<file path="src/rtl/stdp_weight_reader.sv">
// -----------------------------------------------------------------------------
// stdp_weight_reader
//
// Purpose:
//   Snapshots the packed synaptic weight vector from the STDP block and shifts
//   it off-chip MSB first as a framed serial stream. A frame starts on a
//   synchronized rising edge of the host request pin, or automatically (when
//   auto_en is set) once the STDP block has flagged an update since the last
//   snapshot. Each bit lasts CLK_DIV clk cycles: sclk is low for the first half
//   and high for the second half, so the receiver samples sdata on sclk rise.
//
// Ports:
//   clk          system clock, all logic on the rising edge
//   rst_n        asynchronous active-low reset
//   weight_in    packed weights ([15:12]=pre1 ... [3:0]=pre4 at WIDTH=16)
//   update_flag  STDP weight-update strobe, synchronous to clk
//   req_in       host read request from the pad, asynchronous to clk
//   auto_en      1 = start a frame automatically while dirty
//   busy         high whenever the block is not idle
//   frame        high for the whole data phase
//   sclk         serial clock
//   sdata        serial data, MSB first
//   done         one-cycle pulse after each frame
//   dirty        an update has occurred since the last snapshot
// -----------------------------------------------------------------------------
module stdp_weight_reader #(
    parameter int WIDTH   = 16,
    parameter int CLK_DIV = 4
) (
    input  logic             clk,
    input  logic             rst_n,
    input  logic [WIDTH-1:0] weight_in,
    input  logic             update_flag,
    input  logic             req_in,
    input  logic             auto_en,
    output logic             busy,
    output logic             frame,
    output logic             sclk,
    output logic             sdata,
    output logic             done,
    output logic             dirty
);

    localparam int DW = (CLK_DIV > 1) ? $clog2(CLK_DIV) : 1;
    localparam int BW = (WIDTH > 1) ? $clog2(WIDTH) : 1;

    localparam logic [DW-1:0] DIV_LAST = DW'(CLK_DIV - 1);
    localparam logic [DW-1:0] DIV_HALF = DW'(CLK_DIV / 2);
    localparam logic [DW-1:0] DIV_ONE  = DW'(1);
    localparam logic [DW-1:0] DIV_ZERO = DW'(0);
    localparam logic [BW-1:0] BIT_LAST = BW'(WIDTH - 1);
    localparam logic [BW-1:0] BIT_ONE  = BW'(1);
    localparam logic [BW-1:0] BIT_ZERO = BW'(0);

    localparam logic [1:0] ST_IDLE  = 2'd0;
    localparam logic [1:0] ST_SHIFT = 2'd1;
    localparam logic [1:0] ST_DONE  = 2'd2;

    logic [1:0]       r_state;
    logic [WIDTH-1:0] r_shift_reg;
    logic [BW-1:0]    r_bit_cnt;
    logic [DW-1:0]    r_div_cnt;
    logic             r_s1;
    logic             r_s2;
    logic             r_s3;

    logic [1:0]       w_state_nx;
    logic [WIDTH-1:0] w_shift_nx;
    logic [BW-1:0]    w_bit_nx;
    logic [DW-1:0]    w_div_nx;
    logic             w_req_edge;
    logic             w_start;
    logic             w_dirty_nx;

    // Rising edge of the synchronized request; history flop s3 holds last s2.
    assign w_req_edge = r_s2 & ~r_s3;

    // Starts are only honoured in IDLE, so requests arriving while busy are lost.
    assign w_start = (r_state == ST_IDLE) & (w_req_edge | (auto_en & dirty));

    // A new update always wins over the clear caused by a snapshot.
    assign w_dirty_nx = update_flag | (dirty & ~w_start);

    // Next-state, shift-register and counter logic for the frame sequencer.
    always_comb begin
        w_state_nx = r_state;
        w_shift_nx = r_shift_reg;
        w_bit_nx   = r_bit_cnt;
        w_div_nx   = r_div_cnt;
        case (r_state)
            ST_IDLE: begin
                if (w_start) begin
                    w_state_nx = ST_SHIFT;
                    w_shift_nx = weight_in;
                    w_bit_nx   = BIT_LAST;
                    w_div_nx   = DIV_ZERO;
                end else begin
                    w_state_nx = ST_IDLE;
                end
            end
            ST_SHIFT: begin
                if (r_div_cnt == DIV_LAST) begin
                    w_div_nx = DIV_ZERO;
                    if (r_bit_cnt == BIT_ZERO) begin
                        w_state_nx = ST_DONE;
                    end else begin
                        w_shift_nx = r_shift_reg << 1;
                        w_bit_nx   = r_bit_cnt - BIT_ONE;
                    end
                end else begin
                    w_div_nx = r_div_cnt + DIV_ONE;
                end
            end
            ST_DONE: begin
                w_state_nx = ST_IDLE;
            end
            default: begin
                w_state_nx = ST_IDLE;
            end
        endcase
    end

    // Request synchronizer plus edge-history flop.
    always_ff @(posedge clk or negedge rst_n) begin
        if (!rst_n) begin
            r_s1 <= 1'b0;
            r_s2 <= 1'b0;
            r_s3 <= 1'b0;
        end else begin
            r_s1 <= req_in;
            r_s2 <= r_s1;
            r_s3 <= r_s2;
        end
    end

    // Sequencer state, snapshot register, counters and dirty flag.
    always_ff @(posedge clk or negedge rst_n) begin
        if (!rst_n) begin
            r_state     <= ST_IDLE;
            r_shift_reg <= {WIDTH{1'b0}};
            r_bit_cnt   <= BIT_ZERO;
            r_div_cnt   <= DIV_ZERO;
            dirty       <= 1'b0;
        end else begin
            r_state     <= w_state_nx;
            r_shift_reg <= w_shift_nx;
            r_bit_cnt   <= w_bit_nx;
            r_div_cnt   <= w_div_nx;
            dirty       <= w_dirty_nx;
        end
    end

    // Outputs decoded from the next state so they are registered yet stay
    // aligned with the state register; sdata/sclk only move at clk edges.
    always_ff @(posedge clk or negedge rst_n) begin
        if (!rst_n) begin
            busy  <= 1'b0;
            frame <= 1'b0;
            sclk  <= 1'b0;
            sdata <= 1'b0;
            done  <= 1'b0;
        end else begin
            busy  <= (w_state_nx != ST_IDLE);
            frame <= (w_state_nx == ST_SHIFT);
            sclk  <= (w_state_nx == ST_SHIFT) && (w_div_nx >= DIV_HALF);
            sdata <= (w_state_nx == ST_SHIFT) && w_shift_nx[WIDTH-1];
            done  <= (w_state_nx == ST_DONE);
        end
    end

endmodule

</file>
<file path="config.mk">
export PLATFORM = sky130hd
export DESIGN_NAME = stdp_weight_reader
export DESIGN_NICKNAME = d
export VERILOG_FILES = /design/src/rtl/stdp_weight_reader.sv
export SDC_FILE = /design/constraint.sdc
export NUM_CORES = 1
export LEC_CHECK = 0
export ABC_AREA = 1
export CORE_MARGIN = 1.5
export CORE_UTILIZATION = 55
export DETAILED_ROUTE_END_ITERATION = 16
export MAX_ROUTING_LAYER = met4
export PLACE_DENSITY = 0.83
export SYNTH_ARGS = -nofsm -noshare
export SYNTH_HDL_FRONTEND = slang
export SYNTH_SLANG_ARGS = --single-unit
</file>
<file path="constraint.sdc">
create_clock -name clk -period 3.9 [get_ports clk]
set_input_delay 0.39 -clock clk [delete_from_list [all_inputs] [get_ports clk]]
set_output_delay 0.39 -clock clk [all_outputs]
set_load 0.01 [all_outputs]
</file>
==> flow_summary.toml <==
[yosys]
synthFlopType = "dfrtp_1"
yosysMostFrequentCell = "nand2_1"
netlist.area_leader.share = 0.5495
synth_xor_area_frac = 0
syn_inst = 162
ys_ff_latch = 33
syn_area_sq_um = 1503
synthArstFlopShare = 1.000
synth_top_family_by_area = "simple AND/OR/NAND/NOR gates"
synth_cell_type_count = 21
synth-adder-area-share = 0.01665
synthTopCellsByArea = "dfrtp_1, nand2_1, nand3_2"
yosys.area_share.simple = 0.3322
synth_edf_count = 0
syn_nets = 185
muxShareOfSynthArea = 0
yosys_warnings = 0
synth_seq_area_share = 0.5495
synth_compound_area_frac = 0.03414
synth.avg_cell_area_sq_um = 9.276
synth_common_cells = "nand2_1, dfrtp_1, inv_1"
yosysTopAreaCell = "dfrtp_1"

[sta]
fin_crit_ns = 1.667
skew_ns = 0.007879
worst_pin_slew_ns = 0.3939
hold_violations = 0
post-route-period-util = 0.4274
rsz0062_at_grt = "no"
finalSetupTns_ns = 0
relSlewSlack = 0.7374
drv_slew = 0
fmax_ghz = 0.5999
hold_ws_ns = 0.3613
setup_viol = 0

[floorplan]
core_sq_um = 2522
std_cell_rows = 18
die_y_um = 55.27
die_x_um = 55.27
boundaryPins = 27
initial_core_util = 0.5957
die_area_sq_um = 3055

[global_routing]
grt_usage = 0.1974
antenna_found_initial = 0
grt_pass1_wl_um = 4533
grt_remaining_overflow = 0
grt_max_degree = 34
grt_pass1_vias = 1077

[clocking]
h-tree-depth = 2
clockBufferDepth = 2
cts_tree = "done"
cts_setup_buffers = 0
cts_root_buf = "clkbuf_4"
postCtsHoldBufs = 0
clkLatencyLatePin_ns = 0.33
cts.reportedPaths.clkPinSlew_ns = 0.10
cts_buffers = 5
clock_sink_count = 33
cts_resized = 0

[drt]
wl_per_cell_um = 11.65
route.vias.total = 1139
drc = 0
viasPerCell = 5.108
drtIter0Drc = 49
routed_wl_um = 2599
drtPass1Iterations = 4
final_antenna_net_count = 0

[finish]
nets = 216
syn_to_final_growth_pct = 21.65
drive_gt1_frac = 0.1658
diodes = 0
largest_reg_flops = 16
layout.cells.non_filler = 223

[worst_setup_path]
crit_path_top_delay_cell = "clkdlybuf4s50_1"
cp_max_fo = 3
worst-setup-path-type = "register to primary output"
crit_cells = 1
reg2regPathDepth = 7
path_cells = "clkdlybuf4s50_1"
cp-start-kind = "register"
required_ns = 3.51
worst-path-buf-inv = 1
crit_family = "buffers and inverters"
slowest_delay_ns = 0.55
cp-end-kind = "primary output"
worstPathArrival_ns = 1.28

[job]
maxCapViolCount = 0

[power]
power_density_nw_per_um2 = 647.4
vdd_drop_max_v = 0.0004707
p_leak_uw = 0.0009113

[hold_path]
min_path_cells = 0
hp-class = "register to register"

[status]
status = "finished, final reports clean"

[placed_design]
hpwl_um = 1922
place_inst = 216
gp_congestion = 0.7997
port_buffers = 26
## cells in the final DEF (no fill, tap or decap)
cell type        netlist  final
inv_4                  1      1
nand3_2                8      8
o21ai_0                4      4
nand2_1               59     59
dfrtp_1               33     33
a21oi_4                1      1
clkbuf_8               0      1
nand3_1               12     12
ha_1                   2      2
clkbuf_1               0      1
a21o_1                 1      1
nor2_1                 5      5
nand4_1                1      1
inv_2                  2      2
clkdlybuf4s50_1        0     26
o31ai_1                1      1
nand3_4                1      1
nand2_4                1      1
nand2_2               10     10
clkbuf_4               0      5
nor2_4                 1      1
buf_4                  2      1
inv_1                 14     14
nor3_1                 2      2
## cell families (layout without fill, tap and decap cells)
| family | count (synthesis) | in the layout |
|---|---|---|
| simple gates | 100 | 100 |
| buf+inv | 20 | 51 |
| compound gates | 7 | 7 |
| fa+ha+maj | 2 | 2 |
| flops | 33 | 33 |
## cell type report
class,instances,area (sq um)
sequential,33,825.8
timing repair buffer,27,267.8
multi-input combinational,109,575.6
fill,199,694.4
clock buffer,7,55.05
tap,30,37.54
inverter,17,66.31
## where the power goes
| group | switching, uW | leakage [uW] | total (uW) | internal (uW) |
|---|---|---|---|---|
| Clock | 107 | 0.0000314 | 192 | 85.0 |
| Combinational | 269 | 0.000485 | 455 | 186 |
| Sequential | 67.7 | 0.000395 | 536 | 469 |
| Total | 444 | 0.000911 | 1180 | 739 |
## per-stage QoR
stage,instance area (sq um),power (uW),util,setup slack (ns)
detailed placement,1773,1002,0.7029,2.195
global placement,1773,975.4,0.7029,2.290
CTS,1828,1193,0.7247,2.215
global route,1828,1281,0.7247,2.166
floorplan,1503,897.4,-,2.547
finish,1828,1183,0.7247,2.233
## routing by layer
layer  vias to the layer above  share of wire  wire length [um]  GRT usage
li1                        563              -                 -          -
met1                       541           0.46              1200     0.2379
met2                        31           0.47              1228     0.2874
met3                         4          0.053               137    0.08431
met4                         0          0.013                33    0.09059
met5                         -              0                 0          -
## path summary, 6_finish.rpt
check                        startpoint              to  slack (ns)
min reg2reg                        r_s1            r_s2        0.36
min                                r_s1            r_s2        0.36
max in group asynchronous         rst_n            r_s2        3.17
min in group asynchronous         rst_n  r_shift_reg[9]        0.45
max reg2reg                r_bit_cnt[0]           sdata        2.37
max                               dirty           dirty        2.23
Power figures use the tool's default switching activity.
